## src/rtl/sync_pulse_tx.sv

```systemverilog
// RF shutter-glasses transmitter: on each synchronised vsync rise, serialises a 6-bit-period
// frame (start burst, gap, Manchester eye bit, stop) onto rf_data; 2-cycle sync + 1 accept latency.
module sync_pulse_tx #(
   parameter int BIT_CYCLES  = 6000,
   parameter int TIMER_WIDTH = 13
) (
   input  logic       clk,
   input  logic       rst_n,
   input  logic       vsync,
   input  logic       lr_sel,
   input  logic       enable,
   output logic       rf_data,
   output logic       busy,
   output logic       overrun,
   output logic [7:0] frame_cnt
);

   typedef enum logic [2:0] {IDLE, START, GAP, EYE_A, EYE_B, STOP} state_t;

   localparam logic [TIMER_WIDTH-1:0] LAST = TIMER_WIDTH'(BIT_CYCLES - 1);

   state_t                 state, state_nxt;
   logic [TIMER_WIDTH-1:0] timer, timer_nxt;
   logic                   sub, sub_nxt;
   logic                   eye, eye_nxt;
   logic                   rf_nxt, busy_nxt, ovr_nxt;
   logic [7:0]             cnt_nxt;
   logic                   vs_s1, vs_s2, vs_s3, lr_s1, lr_s2;
   logic                   vs_rise, bit_end;

   always_ff @(posedge clk or negedge rst_n) begin
      if (!rst_n) begin
         vs_s1 <= 1'b0;
         vs_s2 <= 1'b0;
         vs_s3 <= 1'b0;
         lr_s1 <= 1'b0;
         lr_s2 <= 1'b0;
      end else begin
         vs_s1 <= vsync;
         vs_s2 <= vs_s1;
         vs_s3 <= vs_s2;
         lr_s1 <= lr_sel;
         lr_s2 <= lr_s1;
      end
   end

   assign vs_rise = vs_s2 & ~vs_s3;
   assign bit_end = (timer == LAST);

   always_ff @(posedge clk or negedge rst_n) begin
      if (!rst_n) begin
         state     <= IDLE;
         timer     <= '0;
         sub       <= 1'b0;
         eye       <= 1'b0;
         rf_data   <= 1'b0;
         busy      <= 1'b0;
         overrun   <= 1'b0;
         frame_cnt <= 8'd0;
      end else begin
         state     <= state_nxt;
         timer     <= timer_nxt;
         sub       <= sub_nxt;
         eye       <= eye_nxt;
         rf_data   <= rf_nxt;
         busy      <= busy_nxt;
         overrun   <= ovr_nxt;
         frame_cnt <= cnt_nxt;
      end
   end

   always_comb begin
      state_nxt = state;
      timer_nxt = '0;
      sub_nxt   = sub;
      eye_nxt   = eye;
      cnt_nxt   = frame_cnt;
      ovr_nxt   = vs_rise && (state != IDLE);
      if (state != IDLE)
         timer_nxt = bit_end ? '0 : timer + 1'b1;

      case (state)
         IDLE: begin
            sub_nxt = 1'b0;
            if (vs_rise && enable) begin
               state_nxt = START;
               eye_nxt   = lr_s2;
               cnt_nxt   = frame_cnt + 8'd1;
            end
         end
         // START spans two bit periods; sub marks the second one
         START: if (bit_end) begin
            if (sub) begin
               state_nxt = GAP;
               sub_nxt   = 1'b0;
            end else begin
               sub_nxt   = 1'b1;
            end
         end
         GAP:     if (bit_end) state_nxt = EYE_A;
         EYE_A:   if (bit_end) state_nxt = EYE_B;
         EYE_B:   if (bit_end) state_nxt = STOP;
         STOP:    if (bit_end) state_nxt = IDLE;
         default: state_nxt = IDLE;
      endcase

      // outputs are registered, so they are decoded from the state being entered
      case (state_nxt)
         START:   rf_nxt = 1'b1;
         EYE_A:   rf_nxt = eye_nxt;
         EYE_B:   rf_nxt = ~eye_nxt;
         default: rf_nxt = 1'b0;
      endcase
      busy_nxt = (state_nxt != IDLE);
   end

endmodule

```

## config.mk

```make
export PLATFORM = sky130hd
export DESIGN_NAME = sync_pulse_tx
export DESIGN_NICKNAME = d
export VERILOG_FILES = /design/src/rtl/sync_pulse_tx.sv
export SDC_FILE = /design/constraint.sdc
export NUM_CORES = 1
export LEC_CHECK = 0
export CELL_PAD_IN_SITES_DETAIL_PLACEMENT = 0
export CELL_PAD_IN_SITES_GLOBAL_PLACEMENT = 1
export CORE_ASPECT_RATIO = 2
export CORE_UTILIZATION = 44
export DETAILED_ROUTE_END_ITERATION = 12
export PLACE_DENSITY = 0.85
export RECOVER_POWER = 50
export SYNTH_ARGS = -nofsm -noshare
export SYNTH_HDL_FRONTEND = slang
export SYNTH_SLANG_ARGS = --single-unit
```

## constraint.sdc

```tcl
create_clock -name clk -period 2.7 [get_ports clk]
set_input_delay 0.54 -clock clk [delete_from_list [all_inputs] [get_ports clk]]
set_output_delay 0.54 -clock clk [all_outputs]
set_load 0.1 [all_outputs]
```

==> run_summary.xml, run 1 <==
<?xml version="1.0" encoding="UTF-8"?>
<metrics>
  <group name="worst_setup_path">
    <metric name="crit_buf_inv" unit="">1</metric>
    <metric name="cpPeakStageDelay" unit="ns">0.37</metric>
    <metric name="cp-end-kind" unit="">flip-flop</metric>
    <metric name="crit_path_cell_trace" unit="">ha_1, and3_1, nand4_2, mux2_4, a211oi_2, inv_2, or3_1</metric>
    <metric name="path_delay_family" unit="">simple AND/OR/NAND/NOR gates</metric>
    <metric name="critPathMaxFanout" unit="">5</metric>
    <metric name="timing.critical_path.slowest_stage_cell" unit="">dfrtp_1</metric>
    <metric name="ff2ff_setup_slack" unit="ns">0.57</metric>
    <metric name="critPathRequiredTime" unit="ns">2.86</metric>
    <metric name="critPathArrivalTime" unit="ns">2.28</metric>
    <metric name="setup.worst_path.start_class" unit="">flip-flop</metric>
    <metric name="worstSetupPathType" unit="">flip-flop to flip-flop</metric>
  </group>
  <group name="global_routing">
    <metric name="grt_util_all_layers" unit="%">15.8</metric>
    <metric name="global_route_wire_length_before_repair" unit="um">4330</metric>
    <metric name="number_of_global_route_vias_before_repair" unit="">961</metric>
    <metric name="antenna_violations_before_repair" unit="">0</metric>
    <metric name="largest_net_degree_at_the_start_of_global_routing" unit="">35</metric>
    <metric name="grt_overflow_total" unit="">0</metric>
  </group>
  <group name="routing">
    <metric name="viasPerCell" unit="">5.46</metric>
    <metric name="wl_per_cell" unit="um">14.2</metric>
    <metric name="postRouteWirelength" unit="um">2520</metric>
    <metric name="drtIter0Drc" unit="">18</metric>
    <metric name="drt-pass1-iter-count" unit="">4</metric>
    <metric name="vias" unit="">972</metric>
    <metric name="route.detailed.drc" unit="">0</metric>
    <metric name="detail-route-antenna-nets" unit="">0</metric>
  </group>
  <group name="logic_synthesis">
    <metric name="synth.net_count" unit="">136</metric>
    <metric name="synth_cell_types" unit="">34</metric>
    <metric name="yosysSeqAreaShare" unit="%">57.1</metric>
    <metric name="yosysWarningCount" unit="">0</metric>
    <metric name="ys_async_sr_fraction" unit="%">100</metric>
    <metric name="synth-compound-area-share" unit="%">4.79</metric>
    <metric name="dominantRegCellSynth" unit="">dfrtp_1</metric>
    <metric name="post_synth_and_or_nand_nor_area_fraction" unit="%">20.4</metric>
    <metric name="synth_mux_area_share" unit="%">2.44</metric>
    <metric name="synth-seq-cells" unit="">34</metric>
    <metric name="dominant_combinational_cell_family_by_area_after_synthesis" unit="">simple AND/OR/NAND/NOR gates</metric>
    <metric name="synthXorXnorAreaFrac" unit="%">11.2</metric>
    <metric name="syn-cell-area" unit="mm2">0.00149</metric>
    <metric name="synth-adder-area-share" unit="%">1.68</metric>
    <metric name="synth_edf_count" unit="">0</metric>
    <metric name="netlist_instances" unit="">129</metric>
    <metric name="postSynthAreaPerCell" unit="um2">11.5</metric>
  </group>
  <group name="placed_design">
    <metric name="gp_congestion" unit="">0.780</metric>
    <metric name="dp.final_hpwl" unit="um">1800</metric>
    <metric name="io_buffers" unit="">15</metric>
  </group>
  <group name="floorplanning">
    <metric name="pin_count" unit="">16</metric>
    <metric name="die_y" unit="um">84.3</metric>
    <metric name="dieWidth" unit="um">43.1</metric>
    <metric name="placeableCoreArea" unit="mm2">0.00319</metric>
    <metric name="start_util" unit="%">46.6</metric>
    <metric name="design.die.area" unit="mm2">0.00363</metric>
    <metric name="placement_rows" unit="">29</metric>
  </group>
  <group name="sta">
    <metric name="tns" unit="ns">0</metric>
    <metric name="grt_setup_unrepaired" unit="">no</metric>
    <metric name="slew_headroom" unit="%">45.5</metric>
    <metric name="final-hold-violation-count" unit="">0</metric>
    <metric name="part_of_the_cycle_the_worst_path_needs" unit="%">78.7</metric>
    <metric name="fmax" unit="MHz">470</metric>
    <metric name="worst_pin_slew" unit="ns">0.818</metric>
    <metric name="timing.final.setup_violations" unit="">0</metric>
    <metric name="period_minus_slack" unit="ns">2.13</metric>
    <metric name="final.setup_skew" unit="ns">0.00409</metric>
    <metric name="final-max-slew-violation-count" unit="">0</metric>
  </group>
  <group name="cts">
    <metric name="clock_tree.htree_level_count" unit="">2</metric>
    <metric name="hold_buffer_count_at_cts" unit="">0</metric>
    <metric name="clock_net_sink_count" unit="">34</metric>
    <metric name="clock_tree_from_tritoncts" unit="">built</metric>
    <metric name="cts_made_buffers" unit="">5</metric>
    <metric name="cts_setup_buffers" unit="">0</metric>
    <metric name="clk_pin_slew_worst_paths" unit="ns">0.06</metric>
    <metric name="clock_tree.root_cell" unit="">clkbuf_8</metric>
    <metric name="clock_latency" unit="ns">0.28</metric>
    <metric name="clock_tree.buffer_depth" unit="">2</metric>
    <metric name="post_cts_resize_count" unit="">0</metric>
  </group>
  <group name="finish">
    <metric name="area_delta_synth_final" unit="%">15.4</metric>
    <metric name="post_route_cells_drive_above_1_share" unit="%">21.8</metric>
    <metric name="fin_nets" unit="">155</metric>
    <metric name="antenna_diode_instance_count" unit="">0</metric>
    <metric name="utilization" unit="%">53.8</metric>
  </group>
  <group name="flow_run">
    <metric name="max_capacitance_violation_count" unit="">0</metric>
  </group>
  <group name="power_and_ir_drop">
    <metric name="peakVddDrop" unit="mV">0.472</metric>
    <metric name="power.density_cell_area" unit="mW/mm2">666</metric>
    <metric name="p_leak" unit="nW">0.841</metric>
  </group>
  <group name="status">
    <metric name="outcome" unit="">finished, final reports clean</metric>
  </group>
  <group name="worst_hold_path">
    <metric name="hold_class" unit="">flip-flop to flip-flop</metric>
  </group>
</metrics>
==> layout make-up <==
class                   count  area, um2
fillers                   286       1480
flip-flops and latches     34        851
multi-input cells          87        603
repair buffers             16        128
clock buffers               6       82.6
well taps                  31       38.8
inverters                   4       15.0
==> worst paths after layout <==
kind                          start           end  depth (start not counted)
min reg2reg                   vs_s1         vs_s2                          0
min                           vs_s1         vs_s2                          0
max reg2reg                timer[0]          busy                          7
max in group asynchronous     rst_n           sub                          2
max                        timer[0]          busy                          7
min in group asynchronous     rst_n  frame_cnt[6]                          2
==> sequential cells by signal (all words and copies together) (netlist names) <==
register / cells
lr_s1: 1
overrun: 1
frame_cnt: 8
vs_s3: 1
rf_data: 1
sub: 1
vs_s1: 1
busy: 1
vs_s2: 1
lr_s2: 1
timer: 13
state: 3
eye: 1
==> cell usage in the layout, fill, tap and decap left out, types with 2 or more instances in the layout <==
cell type       n
dlygate4sd3_1   3
nor2_1         18
xnor2_1        12
nand2_1         4
or2_2           3
o21ai_0         3
nand4_1         5
nor3_1          2
dfrtp_1        34
or2b_2          2
and3_1          6
nor2b_1         2
xor2_1          7
ha_1            2
inv_1           3
clkbuf_8        6
and3_2          2
a21oi_1         5
buf_4          11
==> through the flow <==
step | cell area, um2 | cells | worst slack (ns) | power (mW) | hold slack, ns
4_1_cts | 1720 | 178 | 0.560 | 1.17 | 0.355
5_1_grt | 1720 | 178 | 0.485 | 1.21 | 0.370
3_5_place_dp | 1640 | 172 | 0.572 | 0.801 | 0.340
6_report | 1720 | 178 | 0.574 | 1.14 | 0.350
3_3_place_gp | 1640 | 172 | 0.639 | 0.791 | 0.335
2_1_floorplan | 1490 | 129 | 0.760 | 0.748 | 0.244
==> cells by family after synthesis <==
kind of cell,Yosys count
buffers and inverters,8
XOR/XNOR,19
AND/OR/NAND/NOR,52
flip-flops,34
adder cells (fa/ha/maj),2
multiplexers,3
AO/OA/AOI/OAI,11
==> per-layer routing <==
layer,up-vias,part of all wire (%),track usage (%)
li1,470,-,-
met1,467,41,17.8
met2,28,51,26.3
met3,7,4.4,4.09
met4,0,3.3,8.54
met5,-,0,0
==> power by group <==
group / leakage (nW) / total, mW / switching (mW) / internal [mW]
Clock: 0.0431 / 0.357 / 0.161 / 0.196
Combinational: 0.367 / 0.165 / 0.0946 / 0.0701
Sequential: 0.430 / 0.623 / 0.0541 / 0.569
==> synth_stat cells, types with 2 or more instances <==
master     n  area share [%]
and3_1     6             2.5
nor2b_1    2            0.84
xnor2_1   12             7.1
xor2_1     7             4.1
or2_2      3             1.3
and3_2     2             1.0
nand4_1    5             2.1
ha_1       2             1.7
inv_1      3            0.76
dfrtp_1   34              57
nor2_1    18             4.5
a21oi_1    5             1.7
nand2_1    4             1.0
or2b_2     2             1.2
nor3_1     2            0.67
o21ai_0    3             1.0
clkbuf_1   2            0.50
(Power assumes the default switching activity.)
==> run 2: changes to the inputs <==
Clock period 2.7 ns to 2.05 ns, I/O delays scaled along.
==> run 2 against run 1 <==
  * Utilization up 2.5 points
  * Register-to-register slack worse by 0.47 ns
  * Cell area up 4.7%
  * Power up 38%
  * Critical path depth down 2
  * Hold slack better by 0.0019 ns
  * Clock skew up 0.0018 ns
  * Largest cell class unchanged
  * First-iteration DRC count up 5.6%
  * Non-clock buffer count up 7
  * Highest routed layer unchanged
  * Routed wire length up 9.0%
  * Clock power up 40%
  * Sequential cell count unchanged
==> run_summary.xml, run 2 (synthesized netlist as in run 1, its figures left out) <==
<?xml version="1.0" encoding="UTF-8"?>
<metrics>
  <group name="power_and_ir_drop">
    <metric name="power.density_cell_area" unit="mW/mm2">878</metric>
    <metric name="total_power" unit="mW">1.58</metric>
    <metric name="p_leak" unit="nW">0.880</metric>
    <metric name="peakVddDrop" unit="mV">0.592</metric>
  </group>
  <group name="sta">
    <metric name="fin_worst_hold_slack" unit="ns">0.351</metric>
    <metric name="part_of_the_cycle_the_worst_path_needs" unit="%">94.8</metric>
    <metric name="final.setup_skew" unit="ns">0.00593</metric>
    <metric name="fmax" unit="MHz">515</metric>
    <metric name="grt_setup_unrepaired" unit="">no</metric>
    <metric name="worst_slack" unit="ns">0.106</metric>
    <metric name="worst_pin_slew" unit="ns">0.806</metric>
    <metric name="timing.final.setup_violations" unit="">0</metric>
    <metric name="tns" unit="ns">0</metric>
    <metric name="period_minus_slack" unit="ns">1.94</metric>
    <metric name="slew_headroom" unit="%">46.3</metric>
    <metric name="final-max-slew-violation-count" unit="">0</metric>
    <metric name="final-hold-violation-count" unit="">0</metric>
  </group>
  <group name="placed_design">
    <metric name="io_buffers" unit="">15</metric>
    <metric name="dp.final_hpwl" unit="um">2040</metric>
    <metric name="gp_congestion" unit="">0.798</metric>
    <metric name="detailed_place.area" unit="mm2">0.00169</metric>
    <metric name="dpl_worst_slack" unit="ns">0.0366</metric>
  </group>
  <group name="cts">
    <metric name="cts_setup_buffers" unit="">0</metric>
    <metric name="clock_tree.buffer_depth" unit="">2</metric>
    <metric name="clock_latency" unit="ns">0.28</metric>
    <metric name="clock_tree.htree_level_count" unit="">2</metric>
    <metric name="clock_net_sink_count" unit="">34</metric>
    <metric name="clk_pin_slew_worst_paths" unit="ns">0.07</metric>
    <metric name="clock_tree_from_tritoncts" unit="">built</metric>
    <metric name="clock_tree.root_cell" unit="">clkbuf_8</metric>
    <metric name="cts_made_buffers" unit="">5</metric>
  </group>
  <group name="finish">
    <metric name="fin_nets" unit="">162</metric>
    <metric name="antenna_diode_instance_count" unit="">0</metric>
    <metric name="max_flop_register" unit="">timer</metric>
    <metric name="layout_common_cells" unit="">34 x dfrtp_1, 18 x nor2_1, 18 x buf_4, 12 x xnor2_1, 7 x xor2_1</metric>
    <metric name="largest_reg_flops" unit="">13</metric>
    <metric name="post_route_cells_drive_above_1_share" unit="%">27.6</metric>
    <metric name="final_common_cell" unit="">dfrtp_1</metric>
    <metric name="area_delta_synth_final" unit="%">20.8</metric>
    <metric name="largest_regs" unit="">timer: 13 flops, frame_cnt: 8 flops, state: 3 flops</metric>
    <metric name="design_area" unit="mm2">0.00180</metric>
  </group>
  <group name="worst_hold_path">
    <metric name="hold_class" unit="">flip-flop to flip-flop</metric>
  </group>
  <group name="worst_setup_path">
    <metric name="crit_path_cell_trace" unit="">nor4b_4, and4_4, a21oi_1, or2_2, or3_1</metric>
    <metric name="critPathMaxFanout" unit="">6</metric>
    <metric name="timing.critical_path.slowest_stage_cell" unit="">dfrtp_1</metric>
    <metric name="cp-end-kind" unit="">flip-flop</metric>
    <metric name="critPathRequiredTime" unit="ns">2.22</metric>
    <metric name="critPathArrivalTime" unit="ns">2.11</metric>
    <metric name="setup.worst_path.start_class" unit="">flip-flop</metric>
    <metric name="cpPeakStageDelay" unit="ns">0.44</metric>
    <metric name="worstSetupPathType" unit="">flip-flop to flip-flop</metric>
  </group>
  <group name="floorplanning">
    <metric name="start_util" unit="%">46.6</metric>
    <metric name="dieWidth" unit="um">43.1</metric>
    <metric name="pin_count" unit="">16</metric>
    <metric name="design.die.area" unit="mm2">0.00363</metric>
    <metric name="placement_rows" unit="">29</metric>
    <metric name="die_y" unit="um">84.3</metric>
    <metric name="placeableCoreArea" unit="mm2">0.00319</metric>
  </group>
  <group name="global_routing">
    <metric name="grt_util_all_layers" unit="%">17.2</metric>
    <metric name="grt_overflow_total" unit="">0</metric>
    <metric name="number_of_global_route_vias_before_repair" unit="">1123</metric>
    <metric name="global_route_wire_length_before_repair" unit="um">4660</metric>
    <metric name="largest_net_degree_at_the_start_of_global_routing" unit="">35</metric>
    <metric name="antenna_violations_before_repair" unit="">0</metric>
  </group>
  <group name="routing">
    <metric name="vias" unit="">1050</metric>
    <metric name="route.detailed.drc" unit="">0</metric>
    <metric name="drt-pass1-iter-count" unit="">4</metric>
    <metric name="wl_per_cell" unit="um">14.7</metric>
    <metric name="detail-route-antenna-nets" unit="">0</metric>
    <metric name="drtIter0Drc" unit="">19</metric>
    <metric name="postRouteWirelength" unit="um">2750</metric>
    <metric name="viasPerCell" unit="">5.61</metric>
  </group>
  <group name="status">
    <metric name="outcome" unit="">finished, final reports clean</metric>
  </group>
  <group name="flow_run">
    <metric name="max_capacitance_violation_count" unit="">0</metric>
  </group>
</metrics>
## run 2: repair_timing
action                                 CTS  global route
gates resized for setup                  0             4
endpoints found under the hold margin    0             0
setup endpoints to repair                0             1
hold buffers                             0             0
## run 2: final timing paths
path	slack, ns	cells after the start	end	start
min in group asynchronous	0.74	2	frame_cnt[7]	rst_n
hold / removal	0.35	0	vs_s2	vs_s1
setup / recovery	0.11	5	busy	timer[4]
setup reg to reg	0.11	5	busy	timer[4]
max in group asynchronous	0.80	2	timer[4]	rst_n
hold reg to reg	0.35	0	vs_s2	vs_s1
## run 2: critical path: cells and delay by family, from the launching register on
kind             cells  cell delay [ns]
flip-flops           1             0.44
AND/OR/NAND/NOR      4             1.30
AO/OA/AOI/OAI        1             0.09
## run 2: routing by layer
metal | vias up | track usage [%] | share of wire (%)
met5 | - | 0 | 0
met4 | 0 | 11.0 | 3.4
met3 | 10 | 4.09 | 4.1
met2 | 33 | 30.9 | 59
met1 | 519 | 16.2 | 34
li1 | 488 | - | -
## run 2: layout make-up
| cell class | instances | area [um2] |
|---|---|---|
| well taps | 31 | 38.8 |
| multi-input cells | 87 | 618 |
| clock inverters | 2 | 12.5 |
| fillers | 282 | 1400 |
| repair buffers | 23 | 180 |
| clock buffers | 6 | 82.6 |
| inverters | 4 | 15.0 |
| flip-flops and latches | 34 | 851 |
## run 2: report_power, final
part           internal (mW)  leakage (nW)  switching [mW]
clock network          0.269        0.0472           0.231
logic                  0.115         0.402           0.143
registers              0.750         0.430          0.0699
total                   1.13         0.880           0.444
## run 2: per-stage QoR
step	instances	utilization (%)
4_1_cts	187	55.9
3_3_place_gp	179	52.9
3_5_place_dp	179	52.9
2_1_floorplan	129	-
6_report	187	56.3
5_1_grt	187	56.3
==> run 3: changes to the inputs <==
Settings changed: SLEW_MARGIN set to 30.
==> results of run 3 <==
Final layout, timing and power as in run 2 (identical DEF).
